===== src/rtl/car_pkg.sv =====
// Shared types for the car motion controllers: FSM states, motor command codes, retry width.
// Latency: n/a (declarations only).  Backpressure: n/a.
package car_pkg;

  typedef enum logic [2:0] {
    ST_IDLE,
    ST_CRUISE,
    ST_HALT,
    ST_BACK,
    ST_TURN,
    ST_CHECK,
    ST_FAULT
  } state_t;

  localparam logic [2:0] MOT_STOP  = 3'd0;
  localparam logic [2:0] MOT_FWD   = 3'd1;
  localparam logic [2:0] MOT_REV   = 3'd2;
  localparam logic [2:0] MOT_LEFT  = 3'd3;
  localparam logic [2:0] MOT_RIGHT = 3'd4;

  localparam int RETRY_W = 4;

endpackage


===== src/rtl/barrier_avoid_ctrl_if.sv =====
// Command/status bundle between the obstacle sequencer and its environment.
// Latency: n/a (wiring only).  Backpressure: none, level signals only.
interface barrier_avoid_ctrl_if;
  logic       start;
  logic       barrier;
  logic [2:0] motion;
  logic       busy;
  logic       fault;
  logic [7:0] avoid_cnt;

  modport master (output start, output barrier,
                  input motion, input busy, input fault, input avoid_cnt);
  modport slave  (input start, input barrier,
                  output motion, output busy, output fault, output avoid_cnt);
endinterface


===== src/rtl/barrier_avoid_ctrl_dwell_timer.sv =====
// Dwell timer: loadable down-counter that stops at zero; done flags a zero count.
// Latency: load takes effect on the next edge.  Backpressure: none.
module dwell_timer #(
  parameter int CNT_W = 27
) (
  input  logic             clk,
  input  logic             rst,
  input  logic             load,
  input  logic [CNT_W-1:0] load_val,
  output logic             done
);

  logic [CNT_W-1:0] count_q;

  always_ff @(posedge clk) begin
    if (rst) begin
      count_q <= '0;
    end else if (load) begin
      count_q <= load_val;
    end else if (count_q != '0) begin
      count_q <= count_q - 1'b1;
    end
  end

  assign done = (count_q == '0);

endmodule


===== src/rtl/barrier_avoid_ctrl.sv =====
// Obstacle-avoidance sequencer: cruise, then halt/reverse/turn/re-check with retry limit and fault latch.
// Latency: outputs registered, one edge after the deciding input.  Backpressure: none.
// BARRIER_AVOID_ALT_TURN_EN alternates the turn direction (RIGHT first); otherwise always RIGHT.
import car_pkg::*;

module barrier_avoid_ctrl #(
  parameter int STOP_CYC  = 25_000_000,
  parameter int BACK_CYC  = 50_000_000,
  parameter int TURN_CYC  = 40_000_000,
  parameter int MAX_RETRY = 3,
  parameter int CNT_W     = 27
) (
  input  logic              clk,
  input  logic              rst,
  barrier_avoid_ctrl_if.slave bus
);

  localparam logic [CNT_W-1:0] STOP_VAL = CNT_W'(STOP_CYC - 1);
  localparam logic [CNT_W-1:0] BACK_VAL = CNT_W'(BACK_CYC - 1);
  localparam logic [CNT_W-1:0] TURN_VAL = CNT_W'(TURN_CYC - 1);

  state_t             state_q, state_d;
  logic [RETRY_W-1:0] retry_q, retry_d;
  logic [7:0]         cnt_q, cnt_d;
  logic [2:0]         motion_q, motion_d;
  logic               busy_q, busy_d;
  logic               fault_q, fault_d;
  logic               tmr_load, tmr_done;
  logic [CNT_W-1:0]   tmr_val;
  logic               clr;
  logic               turn_left_d;

  // Dropping start is indistinguishable from reset, including the timer.
  assign clr = rst | ~bus.start;

  dwell_timer #(.CNT_W(CNT_W)) u_timer (
    .clk      (clk),
    .rst      (clr),
    .load     (tmr_load),
    .load_val (tmr_val),
    .done     (tmr_done)
  );

  always_comb begin
    state_d  = state_q;
    retry_d  = retry_q;
    cnt_d    = cnt_q;
    tmr_load = 1'b0;
    tmr_val  = '0;
    if (clr) begin
      state_d = ST_IDLE;
      retry_d = '0;
      cnt_d   = '0;
    end else begin
      case (state_q)
        ST_IDLE:   state_d = ST_CRUISE;
        ST_CRUISE: if (bus.barrier) begin
                     state_d  = ST_HALT;
                     tmr_load = 1'b1;
                     tmr_val  = STOP_VAL;
                   end
        ST_HALT:   if (tmr_done) begin
                     state_d  = ST_BACK;
                     tmr_load = 1'b1;
                     tmr_val  = BACK_VAL;
                   end
        ST_BACK:   if (tmr_done) begin
                     state_d  = ST_TURN;
                     tmr_load = 1'b1;
                     tmr_val  = TURN_VAL;
                   end
        ST_TURN:   if (tmr_done) state_d = ST_CHECK;
        ST_CHECK: begin
          if (!bus.barrier) begin
            state_d = ST_CRUISE;
            retry_d = '0;
            cnt_d   = (cnt_q == 8'hFF) ? cnt_q : cnt_q + 8'd1;
          end else if (int'(retry_q) + 1 < MAX_RETRY) begin
            state_d  = ST_HALT;
            retry_d  = retry_q + 1'b1;
            tmr_load = 1'b1;
            tmr_val  = STOP_VAL;
          end else begin
            state_d = ST_FAULT;
          end
        end
        ST_FAULT:  state_d = ST_FAULT;
        default:   state_d = ST_IDLE;
      endcase
    end
  end

`ifdef BARRIER_AVOID_ALT_TURN_EN
  logic turn_left_q;

  always_comb begin
    turn_left_d = turn_left_q;
    if (clr)
      turn_left_d = 1'b0;
    else if (state_q == ST_TURN && tmr_done)
      turn_left_d = ~turn_left_q;
  end

  always_ff @(posedge clk) begin
    if (rst) turn_left_q <= 1'b0;
    else     turn_left_q <= turn_left_d;
  end
`else
  assign turn_left_d = 1'b0;
`endif

  // Outputs are decoded from the next state so they register alongside it.
  always_comb begin
    motion_d = MOT_STOP;
    busy_d   = 1'b0;
    fault_d  = 1'b0;
    case (state_d)
      ST_CRUISE: motion_d = MOT_FWD;
      ST_HALT:   busy_d   = 1'b1;
      ST_BACK:   begin motion_d = MOT_REV; busy_d = 1'b1; end
      ST_TURN:   begin motion_d = turn_left_d ? MOT_LEFT : MOT_RIGHT; busy_d = 1'b1; end
      ST_CHECK:  busy_d   = 1'b1;
      ST_FAULT:  fault_d  = 1'b1;
      default:   motion_d = MOT_STOP;
    endcase
  end

  always_ff @(posedge clk) begin
    if (rst) begin
      state_q  <= ST_IDLE;
      retry_q  <= '0;
      cnt_q    <= '0;
      motion_q <= MOT_STOP;
      busy_q   <= 1'b0;
      fault_q  <= 1'b0;
    end else begin
      state_q  <= state_d;
      retry_q  <= retry_d;
      cnt_q    <= cnt_d;
      motion_q <= motion_d;
      busy_q   <= busy_d;
      fault_q  <= fault_d;
    end
  end

  assign bus.motion    = motion_q;
  assign bus.busy      = busy_q;
  assign bus.fault     = fault_q;
  assign bus.avoid_cnt = cnt_q;

endmodule


===== src/flat_wrapper.sv =====
// flat-port wrapper written by rule: the top's interface ports become plain ports
module barrier_avoid_ctrl_flat 
#(
  parameter int STOP_CYC  = 25_000_000,
  parameter int BACK_CYC  = 50_000_000,
  parameter int TURN_CYC  = 40_000_000,
  parameter int MAX_RETRY = 3,
  parameter int CNT_W     = 27
)
  (clk, rst, bus_start, bus_barrier, bus_motion, bus_busy, bus_fault, bus_avoid_cnt);
  barrier_avoid_ctrl_if bus_i ();
  input  logic clk;
  input  logic rst;
  input wire logic [$bits(bus_i.start)-1:0] bus_start;
  input wire logic [$bits(bus_i.barrier)-1:0] bus_barrier;
  output wire logic [$bits(bus_i.motion)-1:0] bus_motion;
  output wire logic [$bits(bus_i.busy)-1:0] bus_busy;
  output wire logic [$bits(bus_i.fault)-1:0] bus_fault;
  output wire logic [$bits(bus_i.avoid_cnt)-1:0] bus_avoid_cnt;
  assign bus_i.start = bus_start;
  assign bus_i.barrier = bus_barrier;
  assign bus_motion = bus_i.motion;
  assign bus_busy = bus_i.busy;
  assign bus_fault = bus_i.fault;
  assign bus_avoid_cnt = bus_i.avoid_cnt;
  barrier_avoid_ctrl #(.STOP_CYC(STOP_CYC), .BACK_CYC(BACK_CYC), .TURN_CYC(TURN_CYC), .MAX_RETRY(MAX_RETRY), .CNT_W(CNT_W)) u_core (.clk(clk), .rst(rst), .bus(bus_i));
endmodule

===== config.mk =====
export PLATFORM = sky130hd
export DESIGN_NAME = barrier_avoid_ctrl_flat
export DESIGN_NICKNAME = d
export VERILOG_FILES = /design/src/rtl/car_pkg.sv /design/src/rtl/barrier_avoid_ctrl_if.sv /design/src/rtl/barrier_avoid_ctrl_dwell_timer.sv /design/src/rtl/barrier_avoid_ctrl.sv /design/src/flat_wrapper.sv
export SDC_FILE = /design/constraint.sdc
export NUM_CORES = 1
export LEC_CHECK = 0
export ABC_CLOCK_PERIOD_IN_PS = 2040
export CORE_UTILIZATION = 52
export DETAILED_ROUTE_END_ITERATION = 6
export PLACE_DENSITY_LB_ADDON = 0.2
export SETUP_SLACK_MARGIN = 0.2
export SYNTH_ARGS = -nofsm -noshare
export SYNTH_HDL_FRONTEND = slang
export SYNTH_SLANG_ARGS = --single-unit

===== constraint.sdc =====
create_clock -name clk -period 2.04 [get_ports clk]
set_input_delay 0.306 -clock clk [delete_from_list [all_inputs] [get_ports clk]]
set_output_delay 0.306 -clock clk [all_outputs]
set_load 0.02 [all_outputs]

# After elaboration in Yosys (flattened, before gate mapping)
# Index checks and enable logic that the tools add are counted.
[totals] regBits=47 output_inout_bits=13 word_cells=66 input_bits=4
[classes] n_addsub=4 bitwise_logic=4 n_mux=27 n_eq_ne=14 magnitude_cmp=1 n_reduce_logical=9
[op_table] cell="$pmux 27 s4" n=1
[op_table] cell="$mux 27" n=3
[op_table] cell="$mux 26" n=2
[op_table] cell="$mux 25" n=2
[op_table] cell="$lt 32x3->1 const B" n=1
[op_table] cell="$logic_not 27->1" n=1
[op_table] cell="$reduce_bool 27->1" n=1
[op_table] cell="$sub 27x1->27 const B" n=1
[op_table] cell="$mux 3" n=7
[op_table] cell="$pmux 3 s7" n=1
[op_table] cell="$eq 3x3->1 const B" n=6
[op_table] cell="$eq 3x2->1 const B" n=4
[op_table] cell="$pmux 3 s3" n=1
[op_table] cell="$add 8x1->8 const B" n=1
[op_table] cell="$eq 8x8->1 const B" n=1
[op_table] cell="$mux 4" n=2
[op_table] cell="$mux 1" n=7
[op_table] cell="$eq 3x1->1 const B" n=2
[op_table] cell="$add 4x1->5 const B" n=1
[op_table] cell="$add 4x1->4 const B" n=1
[op_table] cell="$reduce_or 2->1" n=2
[op_table] cell="$reduce_or 4->1" n=1
[op_table] cell="$logic_not 3->1" n=1
[op_table] cell="$not 1->1" n=3
[op_table] cell="6 further kinds" n=6

# Logic depth before layout (Yosys ltp)
# Gate-level depths: netlist (run 1).
[depth] ltp_word=9 ltp_mapped=10 ltp_nobuf=8

# Modules after synthesis
# From an unflattened synthesis (run 1), not the netlist that was laid out.
[hier_totals] hier_cells=294 hier_area_um2=2526.2
[modules_own_cells] module="dwell_timer" instances=1 cells_per_inst=170 area_per_inst_um2=1420.1 seq_area_each_um2=540.5
[modules_own_cells] module="barrier_avoid_ctrl" instances=1 cells_per_inst=124 area_per_inst_um2=1106.1 seq_area_each_um2=400.4

# Least setup slack after synthesis (run 1)
# OpenSTA, ideal clock, no wires.
[synth_path] path_kind="flip-flop to flip-flop" startpoint="register u_core.retry_q[0]" endpoint="register u_core.u_timer.count_q[2]" path_buffers=2 arrival_ns=2.000 stages_incl_launch_ff=10 t_required_ns=1.966 period_less_slack_ns=2.074 setup_ns=0.074 slack_ns=-0.034 path_cell_list="dfxtp_1 > ha_1 > or2_0 > and2_0 > a211o_1 > or2_2 > clkbuf_1 > and2_1 > buf_6 > a31oi_1"
[synth_via] elab_chain_cells=7 word_cells_on_any_way=11 cone_classes="add/sub: 1; order compare: 1; mux: 8; reduce/logical: 1"
[synth_lines] item="start, declared" line_no="barrier_avoid_ctrl.sv:23" source="logic [RETRY_W-1:0] retry_q, retry_d;"
[synth_lines] item="start signal, assigned" line_no="barrier_avoid_ctrl.sv:138" source="retry_q <= retry_d;"
[synth_lines] item="$add 4x1->5 *" line_no="barrier_avoid_ctrl.sv:78" source="end else if (int'(retry_q) + 1 < MAX_RETRY) begin"
[synth_lines] item="$lt 32x3->1 *" line_no="barrier_avoid_ctrl.sv:78"
[synth_lines] item="$mux 1" line_no="barrier_avoid_ctrl.sv:78"
[synth_lines] item="$mux 1" line_no="barrier_avoid_ctrl.sv:74" source="if (!bus.barrier) begin"
[synth_lines] item="$pmux 1 s3" line_no="barrier_avoid_ctrl.sv:55" source="case (state_q)"
[synth_lines] item="$mux 1" line_no="barrier_avoid_ctrl.sv:50" source="if (clr) begin"
[synth_lines] item="$mux 27 / $reduce_bool 2->1 (equally long branches)"
[synth_lines] item="end signal, assigned" line_no="barrier_avoid_ctrl_dwell_timer.sv:19" source="count_q <= load_val;"
[synth_lines] item="end signal, assigned" line_no="barrier_avoid_ctrl_dwell_timer.sv:21" source="count_q <= count_q - 1'b1;"
[synth_lines] item="end, declared" line_no="barrier_avoid_ctrl_dwell_timer.sv:13" source="logic [CNT_W-1:0] count_q;"
# Every way passes the cells marked *; elsewhere a longest branch is shown, timed or not.
# A chain may end at the register's enable or synchronous reset.

# Worst setup path after layout (run 1)
[layout_path] startpoint="register u_core.u_timer.count_q[11]" endpoint="register u_core.u_timer.count_q[4]"
[layout_via] elab_chain_cells=5 word_cells_on_any_way=10 cone_classes="mux: 7; reduce/logical: 3"
[layout_lines] item="$logic_not 27->1" line_no="barrier_avoid_ctrl_dwell_timer.sv:25" source="assign done = (count_q == '0);"
[layout_lines] item="$mux 1" line_no="barrier_avoid_ctrl.sv:62, barrier_avoid_ctrl.sv:67"
[layout_lines] item="$pmux 1 s3" line_no="barrier_avoid_ctrl.sv:55"
[layout_lines] item="$mux 1" line_no="barrier_avoid_ctrl.sv:50"
[layout_lines] item="$mux 27 / $reduce_bool 2->1 (equally long branches)"
# Several ways; a longest one is shown, not always the timed one.

==> results of run 1 <==
-- placed cells by master (no fill, tap or decap), types with 3 or more instances in the layout --
cell,count
nand2_1,20
nand3_2,4
nor3_1,7
dfxtp_2,12
or3_4,3
nor3_4,3
a21oi_1,12
o21ai_0,7
and3_1,6
xor2_1,12
inv_1,5
nor2_1,28
nor4_1,3
nor3_2,4
xnor2_1,15
buf_6,8
nand2b_1,3
o21ai_1,9
dfxtp_1,33
a31oi_1,6
buf_4,31
clkdlybuf4s50_1,16
nand3_1,11
or3_1,3
clkbuf_8,7
nand4_1,5
or4_4,4
-- flip-flops by register name, indices dropped and copies added, names as in the netlist --
signal and count:
u_core.bus.fault 1, u_core.state_q 3, u_core.u_timer.count_q 27, u_core.bus.motion 3, u_core.bus.busy 1, u_core.bus.avoid_cnt 8
u_core.retry_q 4
-- cell families (layout without fill, tap and decap cells) --
group                      count (synthesis)  count (layout)  synth area share, %
AOI/OAI and AO/OA                         49              49                 12.4
and+or+nand+nor                          126             126                 29.8
adders and majority gates                  4               4                 2.18
DFF                                       47              47                 41.0
buffers and inverters                     19              70                 3.54
xor gates and xnor gates                  28              28                 10.7
muxes                                      1               1                0.436
-- stage by stage --
stage / setup slack, ps / hold WS [ps]
global placement: 43.8 / 436
floorplan: 95.4 / 410
detailed placement: 21.4 / 444
global route: 22.7 / 474
finish: 88.6 / 460
CTS: 123 / 458
-- timing repair --
action | in CTS | in global routing
pin swaps | 14 | 17
endpoints found under the setup margin | 27 | 34
resized for setup | 37 | 32
setup buffers | 6 | 6
-- worst max path at each step --
stage	end	cells past startpoint	slack (ps)	startpoint
2_1_floorplan	u_core.u_timer.count_q[2]	9	100	u_core.retry_q[0]
3_3_place_gp	u_core.u_timer.count_q[4]	7	40	u_core.u_timer.count_q[11]
3_5_place_dp	u_core.bus.avoid_cnt[5]	7	20	bus_barrier
4_1_cts	u_core.bus.motion[2]	7	120	u_core.u_timer.count_q[6]
5_1_grt	u_core.u_timer.count_q[16]	6	20	u_core.u_timer.count_q[3]
6_report	u_core.u_timer.count_q[4]	8	90	u_core.u_timer.count_q[11]
-- per-layer routing --
metal  track usage, %  vias to the layer above
li1                 -                     1062
met1             33.2                     1028
met2             46.9                       51
met3             6.00                       10
met4             10.2                        0
met5                0                        -
-- layout make-up --
class,count,share of cell area (%)
Multi-Input combinational cell,208,47.6
Clock buffer,8,3.21
Inverter,7,0.841
Sequential cell,47,30.8
Tap cell,50,2.00
Timing Repair Buffer,55,15.5
-- power breakdown --
part | internal, uW | switching [uW]
logic | 2170 | 2140
clock network | 310 | 310
registers | 1140 | 222
total | 3620 | 2670
-- worst register-to-register path, stage by stage, from the launching register on --
cell	delay (ps)
dfxtp_4	360
or4_4	550
nand2b_4	210
nor4_4	140
buf_4	190
buf_4	140
nor3_2	40
xnor2_1	120
a21oi_1	140
==> key figures, run 1 <==
Cells and area
  – Multi-input logic area: 1490 sq um
  – Register area: 963 sq um
  – Cell area after layout: 3120 sq um
  – Nets: 332
  – Area Growth Syn to Fin: 35.9%
  – Final Non-Filler Cells: 375
  – Final-layout fill cell count: 275
  – Ant diodes: 0
  – Post-route core utilization: 75.9%
  – Layout cells sized above 1: 31.7%

Critical path
  – CP Buf/Inv Count: 2
  – Slowest CP cell: or4_4
  – Largest stage delay on the critical path: 550 ps
  – FF-to-FF End: u_core.u_timer.count_q[4]
  – Crit-path cells: or4_4, nand2b_4, nor4_4, buf_4, buf_4, nor3_2, xnor2_1, a21oi_1
  – Reg2reg start: u_core.u_timer.count_q[11]
  – WP data arrival: 2190 ps
  – CP Launch Type: flip-flop
  – Max FO, Critical Path: 5
  – CP endpoint kind: flip-flop
  – Worst-case reg-to-reg path depth: 8
  – CP delay by family, top: simple AND/OR/NAND/NOR gates
  – Critical path class: flip-flop to flip-flop
  – CP required: 2280 ps
  – Most Frequent Cell on Critical Path: buf_4
  – R2r setup slk: 90 ps

Placed design
  – Port Buf Inserts: 16
  – Hpwl dp: 3.68 mm
  – Dpl cells: 355
  – Placed instance area: 2700 sq um
  – Routability Congestion: 0.845

Timing
  – Relative slew slack: 64.0%
  – Setup TNS: 0 ps
  – # setup viols final: 0
  – Fin crit share: 95.7%
  – Max Clk Rate: 0.512 GHz
  – Slew at the pin with the worst max-slew slack: 538 ps
  – Final Max Tran Viols: 0
  – Hold Vio Cnt, Final: 0
  – Final Skew: 4.99 ps
  – Tmin final: 1950 ps
  – RSZ-0062 raised after global routing: yes

Worst hold path
  – Hold path startpoint: u_core.retry_q[3]
  – Hold Path Class: flip-flop to flip-flop
  – Hold Path End: u_core.retry_q[3]
  – WHS Path Cells: 2

Detailed routing
  – Max layer used: met4
  – Total Wirelength: 5.95 mm
  – WL met1: 2.67 mm
  – Post-detailed-route wirelength per cell: 15.9 um
  – DRC: 0
  – Antenna-violating nets left: 0
  – Met2 wire len: 2.96 mm
  – Vias: 2,151
  – Via density: 5.74
  – Metal3 WL: 235 um
  – DRT iter0 DRCs: 210
  – Drt first pass iters: 4

Power and ir drop
  – Power Total: 6290 uW
  – Worst vdd ir: 0.00120 V
  – Cell Pwr Density: 2020 nW/um^2
  – Leakage: 0.00118 uW

Floorplanning
  – Die width: 68.5 um
  – Num rows: 23
  – Die area: 4690 sq um
  – Initial Util: 55.8%
  – DIE HEIGHT: 68.5 um
  – I/O pin cnt: 17
  – CORE AREA: 4120 sq um

CTS
  – Clk sinks: 47
  – H-tree levels: 2
  – Clk root buf: clkbuf_8
  – Hold Buf Count CTS: 0
  – Worst skew pair latency: 300 ps
  – Longest Clk Path Bufs: 2
  – TritonCTS clock tree: built
  – Inserted Clock Buffers: 5
  – Reg clk slew, reported paths: 80 ps

Yosys
  – Top_reg_cell synth: dfxtp_1
  – Post-synthesis sequential area ratio: 41.0%
  – Post-synth top area share: 41.0%
  – EDFF count, synth: 0
  – Most area-consuming cells after synthesis: dfxtp_1 41%, xnor2_1 5.7%, xor2_1 5.0%, nor2_1 4.7%, nand2_1 3.6%
  – Mapped Cells: 274
  – Mapped Area: 2300 sq um
  – Syn_area_per_cell: 8.38 sq um
  – Async SR Flop Fraction: 0%
  – Yosys warning total: 0
  – Most common cell in the netlist: dfxtp_1
  – Synth top cells by count: 47 x dfxtp_1, 29 x nor2_1, 22 x nand2_1
  – Post-Synthesis Net Count: 282
  – Dominant cell type by area after synthesis: dfxtp_1
  – Flops & latches, synth: 47
  – Yosys cell types: 48

Global routing
  – Antenna violations before repair: 0
  – Vias in the first global route: 2,036
  – First-pass GRT wire length: 9.29 mm
  – GRT Util Overall: 27.4%
  – Total gr overflow: 0
  – Largest net degree at the start of global routing: 15

Run status
  – Status: finished clean

Run
  – Max-cap viol count: 0
(Power assumes the default switching activity.)
==> inputs of run 2 (changes only) <==
--- a/config.mk
+++ b/config.mk
@@ -8,7 +8,7 @@
 export ABC_CLOCK_PERIOD_IN_PS = 2040
 export CORE_UTILIZATION = 52
 export DETAILED_ROUTE_END_ITERATION = 6
-export PLACE_DENSITY_LB_ADDON = 0.2
+export PLACE_DENSITY_LB_ADDON = 0.3
 export SETUP_SLACK_MARGIN = 0.2
 export SYNTH_ARGS = -nofsm -noshare
 export SYNTH_HDL_FRONTEND = slang
==> key figures, run 2 (synthesis results as in run 1) <==
Timing
  – Relative slew slack: 71.5% (+7.5 points)
  – Fin crit share: 97.7% (+2.0 points)
  – Final Skew: 9.54 ps (+4.55 ps)
  – Max Clk Rate: 0.502 GHz (-2.1%)
  – Hold slack: 444 ps (-16.8 ps)
  – Slew at the pin with the worst max-slew slack: 426 ps (-113 ps)
  – # setup viols final: 0 (unchanged)
  – Tmin final: 1990 ps (+40.9 ps)
  – Setup TNS: 0 ps (unchanged)
  – Hold Vio Cnt, Final: 0 (unchanged)
  – Final Max Tran Viols: 0 (unchanged)
  – RSZ-0062 raised after global routing: yes

Critical path
  – CP required: 2260 ps (-20 ps)
  – CP Launch Type: flip-flop
  – Reg2reg start: u_core.u_timer.count_q[13]
  – Worst-case reg-to-reg path depth: 7 (-1)
  – CP endpoint kind: flip-flop
  – WP data arrival: 2210 ps (+20 ps)
  – Max FO, Critical Path: 8 (+3)
  – FF-to-FF End: u_core.u_timer.count_q[3]
  – R2r setup slk: 50 ps (-40 ps)
  – Critical path class: flip-flop to flip-flop

Cells and area
  – Ant diodes: 0 (unchanged)
  – Area Growth Syn to Fin: 35.4%
  – Largest Register: u_core.u_timer.count_q
  – Register area: 955 sq um (-0.91%)
  – Nets: 334 (+0.60%)
  – Final-layout fill cell count: 285 (+3.6%)
  – Most common cell after layout, fill and taps aside: buf_4
  – Most frequent cells in the layout: 38 x buf_4, 36 x dfxtp_1, 29 x nor2_1, 20 x nand2_1, 16 x clkdlybuf4s50_1
  – Max reg flops: 27 (unchanged)
  – Multi-input logic area: 1480 sq um (-0.76%)
  – Layout cells sized above 1: 30.9% (-0.81 points)

Floorplanning
  – DIE HEIGHT: 68.5 um (unchanged)
  – Die width: 68.5 um (unchanged)
  – CORE AREA: 4120 sq um (unchanged)
  – I/O pin cnt: 17 (unchanged)
  – Num rows: 23 (unchanged)
  – Die area: 4690 sq um (unchanged)
  – Initial Util: 55.8% (unchanged)

Placed design
  – Hpwl dp: 3.73 mm (+1.3%)
  – Routability Congestion: 0.866 (+2.5%)
  – Port Buf Inserts: 16 (unchanged)

Power and ir drop
  – Sequential share of power: 22.0% (+0.3 points)
  – Cell Pwr Density: 2030 nW/um^2 (+0.81%)
  – Power Internal: 3660 uW (+0.99%)
  – Leakage: 0.00119 uW (+0.57%)
  – Switching Share: 42.1% (-0.33 points)
  – Switching Power: 2660 uW (-0.37%)
  – Worst vdd ir: 0.000958 V (-20%)
  – Clock share of power: 11.2% (+1.3 points)
  – Comb pwr share: 66.8% (-1.7 points)

Detailed routing
  – Post-detailed-route wirelength per cell: 16.7 um (+5.2%)
  – Total Wirelength: 6.29 mm (+5.7%)
  – Drt first pass iters: 5 (+1)
  – Metal3 WL: 357 um (+52%)
  – Met2 wire len: 3.11 mm (+5.0%)
  – Vias: 2,262 (+5.2%)
  – WL met1: 2.63 mm (-1.8%)
  – Max layer used: met4
  – Antenna-violating nets left: 0 (unchanged)
  – DRT iter0 DRCs: 278 (+32%)
  – DRC: 0 (unchanged)
  – Via density: 6.00 (+4.6%)

Worst hold path
  – Hold Path End: u_core.retry_q[3]
  – WHS Path Cells: 2 (unchanged)
  – Hold Path Class: flip-flop to flip-flop
  – Hold path startpoint: u_core.retry_q[3]

CTS
  – TritonCTS clock tree: built
  – Clk sinks: 47 (unchanged)
  – Worst skew pair latency: 300 ps (about the same)
  – Longest Clk Path Bufs: 2 (unchanged)
  – Clk root buf: clkbuf_8
  – Hold Buf Count CTS: 0 (unchanged)
  – Reg clk slew, reported paths: 90 ps (about the same)
  – Inserted Clock Buffers: 5 (unchanged)
  – H-tree levels: 2 (unchanged)

Global routing
  – Largest net degree at the start of global routing: 21 (+6)
  – First-pass GRT wire length: 9.11 mm (-2.0%)
  – Total gr overflow: 0 (unchanged)
  – Antenna violations before repair: 0 (unchanged)
  – GRT Util Overall: 26.3% (-1.1 points)
  – Vias in the first global route: 2,108 (+3.5%)

Run status
  – Status: finished clean

Run
  – Max-cap viol count: 0 (unchanged)
## run 2: changes by cell type in the layout (fill, tap and decap cells not counted), sizes merged
cell    previous run  this run
clkinv             0         1
buf               39        41
clkbuf             8         6
bufinv             0         1
## run 2: area by class of cell
cell class / instances / share of cell area [%]
multi-input cells: 208 / 47.5
flip-flops and latches: 47 / 30.7
repair buffers: 57 / 15.2
clock buffers: 6 / 2.65
well taps: 50 / 2.01
clock inverters: 2 / 1.13
inverters: 7 / 0.845
## run 2: worst max path at each step
stage,from,to,slack (ps),cells after the start
floorplan,u_core.retry_q[0],u_core.u_timer.count_q[2],100,9
global placement,bus_barrier,u_core.bus.avoid_cnt[5],70,8
detailed placement,bus_barrier,u_core.bus.avoid_cnt[7],2,8
CTS,u_core.u_timer.count_q[10],u_core.u_timer.count_q[16],100,5
global route,u_core.u_timer.count_q[13],u_core.u_timer.count_q[3],-50,7
finish,u_core.u_timer.count_q[13],u_core.u_timer.count_q[3],50,7
## run 2: per-stage QoR
step | power, uW | cells | setup slack, ps | cell area (sq um) | utilization (%)
CTS | 5620 | 371 | 103 | 2970 | 72.1
global placement | 4240 | 354 | 65.3 | 2700 | 65.5
finish | 6320 | 377 | 47.7 | 3110 | 75.6
detailed placement | 4300 | 354 | 1.59 | 2700 | 65.5
global route | 6700 | 377 | -51.5 | 3110 | 75.6
floorplan | 3590 | 274 | 95.4 | 2350 | -
## run 2: power groups by stage
stage / combinational (uW) / clock [uW] / sequential, uW
floorplan: 2280 / 0 / 1310
global placement: 2920 / 0 / 1330
detailed placement: 2970 / 0 / 1330
CTS: 3570 / 715 / 1340
global route: 4530 / 755 / 1420
finish: 4220 / 707 / 1390
## run 2: what timing repair did
item	4_1_cts	5_1_grt
endpoints found under the hold margin	0	0
endpoints found under the setup margin	28	33
cloned	1	0
resized for setup	25	27
pin swaps	15	10
buffers inserted	8	6
## run 2: routing by layer
| metal | global-route usage, % | vias up |
|---|---|---|
| met4 | 13.3 | 0 |
| met2 | 45.5 | 103 |
| li1 | - | 1071 |
| met3 | 6.17 | 21 |
| met5 | 0 | - |
| met1 | 29.8 | 1067 |
## run 2: worst max-delay path, stage by stage, from the launching register on
cell,delay [ps]
dfxtp_2,330
or4_4,570
nand2b_4,200
nor4_4,220
buf_4,180
nand3_2,70
and2_4,190
a21oi_1,140
==> inputs of run 3 (changes only) <==
--- a/config.mk
+++ b/config.mk
@@ -5,8 +5,9 @@
 export SDC_FILE = /design/constraint.sdc
 export NUM_CORES = 1
 export LEC_CHECK = 0
-export ABC_CLOCK_PERIOD_IN_PS = 2040
-export CORE_UTILIZATION = 52
+export ABC_CLOCK_PERIOD_IN_PS = 2500
+export CORE_MARGIN = 2
+export CORE_UTILIZATION = 60
 export DETAILED_ROUTE_END_ITERATION = 6
 export PLACE_DENSITY_LB_ADDON = 0.3
 export SETUP_SLACK_MARGIN = 0.2
==> constraint.sdc (replaced) <==
create_clock -name clk -period 2.5 [get_ports clk]
set_input_delay 0.375 -clock clk [delete_from_list [all_inputs] [get_ports clk]]
set_output_delay 0.375 -clock clk [all_outputs]
set_load 0.02 [all_outputs]
==> key figures, run 3 (synthesis results as in run 1) <==
Global routing
  – M3 GR Usage: 6.30% (+0.14 points)
  – First-pass GRT wire length: 7.78 mm (-15%)
  – Antenna violations before repair: 0 (unchanged)
  – GRT Util Overall: 23.6% (-2.7 points)
  – Grt peak-use layer: met2
  – Met2 Use GR: 37.0% (-8.5 points)
  – M1 GR Usage: 31.1% (+1.3 points)
  – Largest net degree at the start of global routing: 23 (+9.5%)
  – Vias in the first global route: 1,721 (-18%)
  – Total gr overflow: 0 (unchanged)

Critical path
  – CP delay by family, top: simple AND/OR/NAND/NOR gates
  – Worst-case reg-to-reg path depth: 6 (-1)
  – CP endpoint kind: flip-flop
  – WP data arrival: 2340 ps (+130 ps)
  – Largest stage delay on the critical path: 600 ps (+30 ps)
  – CP required: 2740 ps (+480 ps)
  – R2r setup slk: 390 ps (+340 ps)
  – Crit-path cells: or4_1, or3_1, or3_1, nor3_1, a21oi_1, a21oi_1
  – Max FO, Critical Path: 6 (-2)
  – Slowest CP cell: or4_1
  – Reg2reg start: u_core.u_timer.count_q[18]
  – CP Buf/Inv Count: 0 (-1)
  – CP Launch Type: flip-flop
  – Critical path class: flip-flop to flip-flop
  – FF-to-FF End: u_core.u_timer.count_q[24]

Floorplanning
  – I/O pin cnt: 17 (unchanged)
  – Num rows: 22 (-4.3%)
  – Die area: 4340 sq um (-7.4%)
  – Initial Util: 62.7% (+6.9 points)
  – CORE AREA: 3660 sq um (-11%)
  – DIE HEIGHT: 65.9 um (-3.8%)
  – Die width: 65.9 um (-3.8%)

Power and ir drop
  – Leakage: 0.000972 uW (-18%)
  – Worst vdd ir: 0.000985 V (+2.8%)
  – Cell Pwr Density: 1460 nW/um^2 (-28%)

Run
  – Max-cap viol count: 0 (unchanged)

Cells and area
  – Ant diodes: 0 (unchanged)
  – Post-route core utilization: 71.9% (-3.7 points)
  – Largest Register: u_core.u_timer.count_q
  – Nets: 306 (-8.4%)
  – Most frequent cells in the layout: 47 x dfxtp_1, 29 x nor2_1, 22 x nand2_1, 16 x o21ai_0, 16 x clkdlybuf4s50_1
  – Layout cells sized above 1: 8.75% (-22 points)
  – Final Non-Filler Cells: 345 (-8.5%)
  – Most common cell after layout, fill and taps aside: dfxtp_1
  – Max reg flops: 27 (unchanged)
  – Area Growth Syn to Fin: 14.6%
  – Cell area after layout: 2630 sq um (-15%)

Timing
  – Slew at the pin with the worst max-slew slack: 667 ps (+241 ps)
  – RSZ-0062 raised after global routing: no
  – Fin crit share: 84.3% (-13 points)
  – Tmin final: 2110 ps (+116 ps)
  – Hold Vio Cnt, Final: 0 (unchanged)
  – Hold slack: 436 ps (-8.10 ps)
  – Max Clk Rate: 0.474 GHz (-5.5%)
  – Setup TNS: 0 ps (unchanged)
  – Final Skew: 5.92 ps (-3.62 ps)
  – # setup viols final: 0 (unchanged)
  – Final Max Tran Viols: 0 (unchanged)
  – Relative slew slack: 55.1% (-16 points)

CTS
  – CTS resizes: 0 (-100%)
  – Longest Clk Path Bufs: 2 (unchanged)
  – Worst skew pair latency: 300 ps (about the same)
  – Inserted Clock Buffers: 5 (unchanged)
  – H-tree levels: 2 (unchanged)
  – TritonCTS clock tree: built
  – Clk sinks: 47 (unchanged)
  – Clk root buf: clkbuf_8
  – Reg clk slew, reported paths: 80 ps (about the same)

Detailed routing
  – DRC: 0 (unchanged)
  – DRT iter0 DRCs: 224 (-19%)
  – Post-detailed-route wirelength per cell: 13.7 um (-18%)
  – Vias: 1,962 (-13%)
  – Drt first pass iters: 4 (-1)
  – Antenna-violating nets left: 0 (unchanged)
  – Via density: 5.69 (-5.2%)
  – Total Wirelength: 4.74 mm (-25%)

Placed design
  – Placed instance area: 2540 sq um (-5.6%)
  – Routability Congestion: 0.899 (+3.8%)
  – Hpwl dp: 3.47 mm (-7.0%)
  – Dpl cells: 337 (-4.8%)
  – Port Buf Inserts: 16 (unchanged)

Worst hold path
  – Hold Path Class: flip-flop to flip-flop
  – Hold path startpoint: u_core.retry_q[3]
  – WHS Path Cells: 2 (unchanged)
  – Hold Path End: u_core.retry_q[3]

Run status
  – Status: finished clean
## run 3: cell count changes in the layout (fill, tap and decap cells not counted), sizes merged
cell | previous run | this run
buf | 41 | 13
bufinv | 1 | 0
clkinv | 1 | 0
## run 3: how the worst max path moves through the flow
stage	from	to	cells after the start
floorplan	u_core.retry_q[0]	u_core.u_timer.count_q[2]	9
global placement	bus_barrier	u_core.bus.avoid_cnt[5]	7
finish	u_core.u_timer.count_q[18]	u_core.u_timer.count_q[24]	6
detailed placement	bus_barrier	u_core.bus.avoid_cnt[7]	7
global route	u_core.u_timer.count_q[0]	u_core.u_timer.count_q[3]	8
CTS	u_core.u_timer.count_q[10]	u_core.u_timer.count_q[4]	7
## run 3: layout make-up
class / count / area, sq um
multi-input combinational: 208 / 1270
timing repair buffer: 29 / 258
tap: 48 / 60.1
fill: 311 / 1030
inverter: 7 / 26.3
clock buffer: 6 / 72.6
sequential: 47 / 941
## run 3: worst reg2reg max path: stages, from the launching register on
cell     delay (ps)
dfxtp_1         360
or4_1           600
or3_1           380
or3_1           350
nor3_1          150
a21oi_1          60
a21oi_1         150
## run 3: metrics by stage
stage / worst slack, ps / total power (uW)
global route: 262 / 4130
CTS: 319 / 3770
detailed placement: 210 / 3350
finish: 392 / 3850
floorplan: 426 / 2800
global placement: 254 / 3310
## run 3: per-layer routing
| metal | routed length (um) | vias up |
|---|---|---|
| li1 | - | 1006 |
| met1 | 2270 | 895 |
| met2 | 2160 | 54 |
| met3 | 245 | 7 |
| met4 | 68 | 0 |
| met5 | 0 | - |
## run 3: what timing repair did
action                                  CTS  global route
endpoints found under the setup margin    0             6
hold buffers                              0             0
setup buffers                             0             2
## run 3: power by group
part	switching, uW	internal (uW)	total, uW
clock	233	187	419
combinational	1280	1060	2340
sequential	170	916	1090
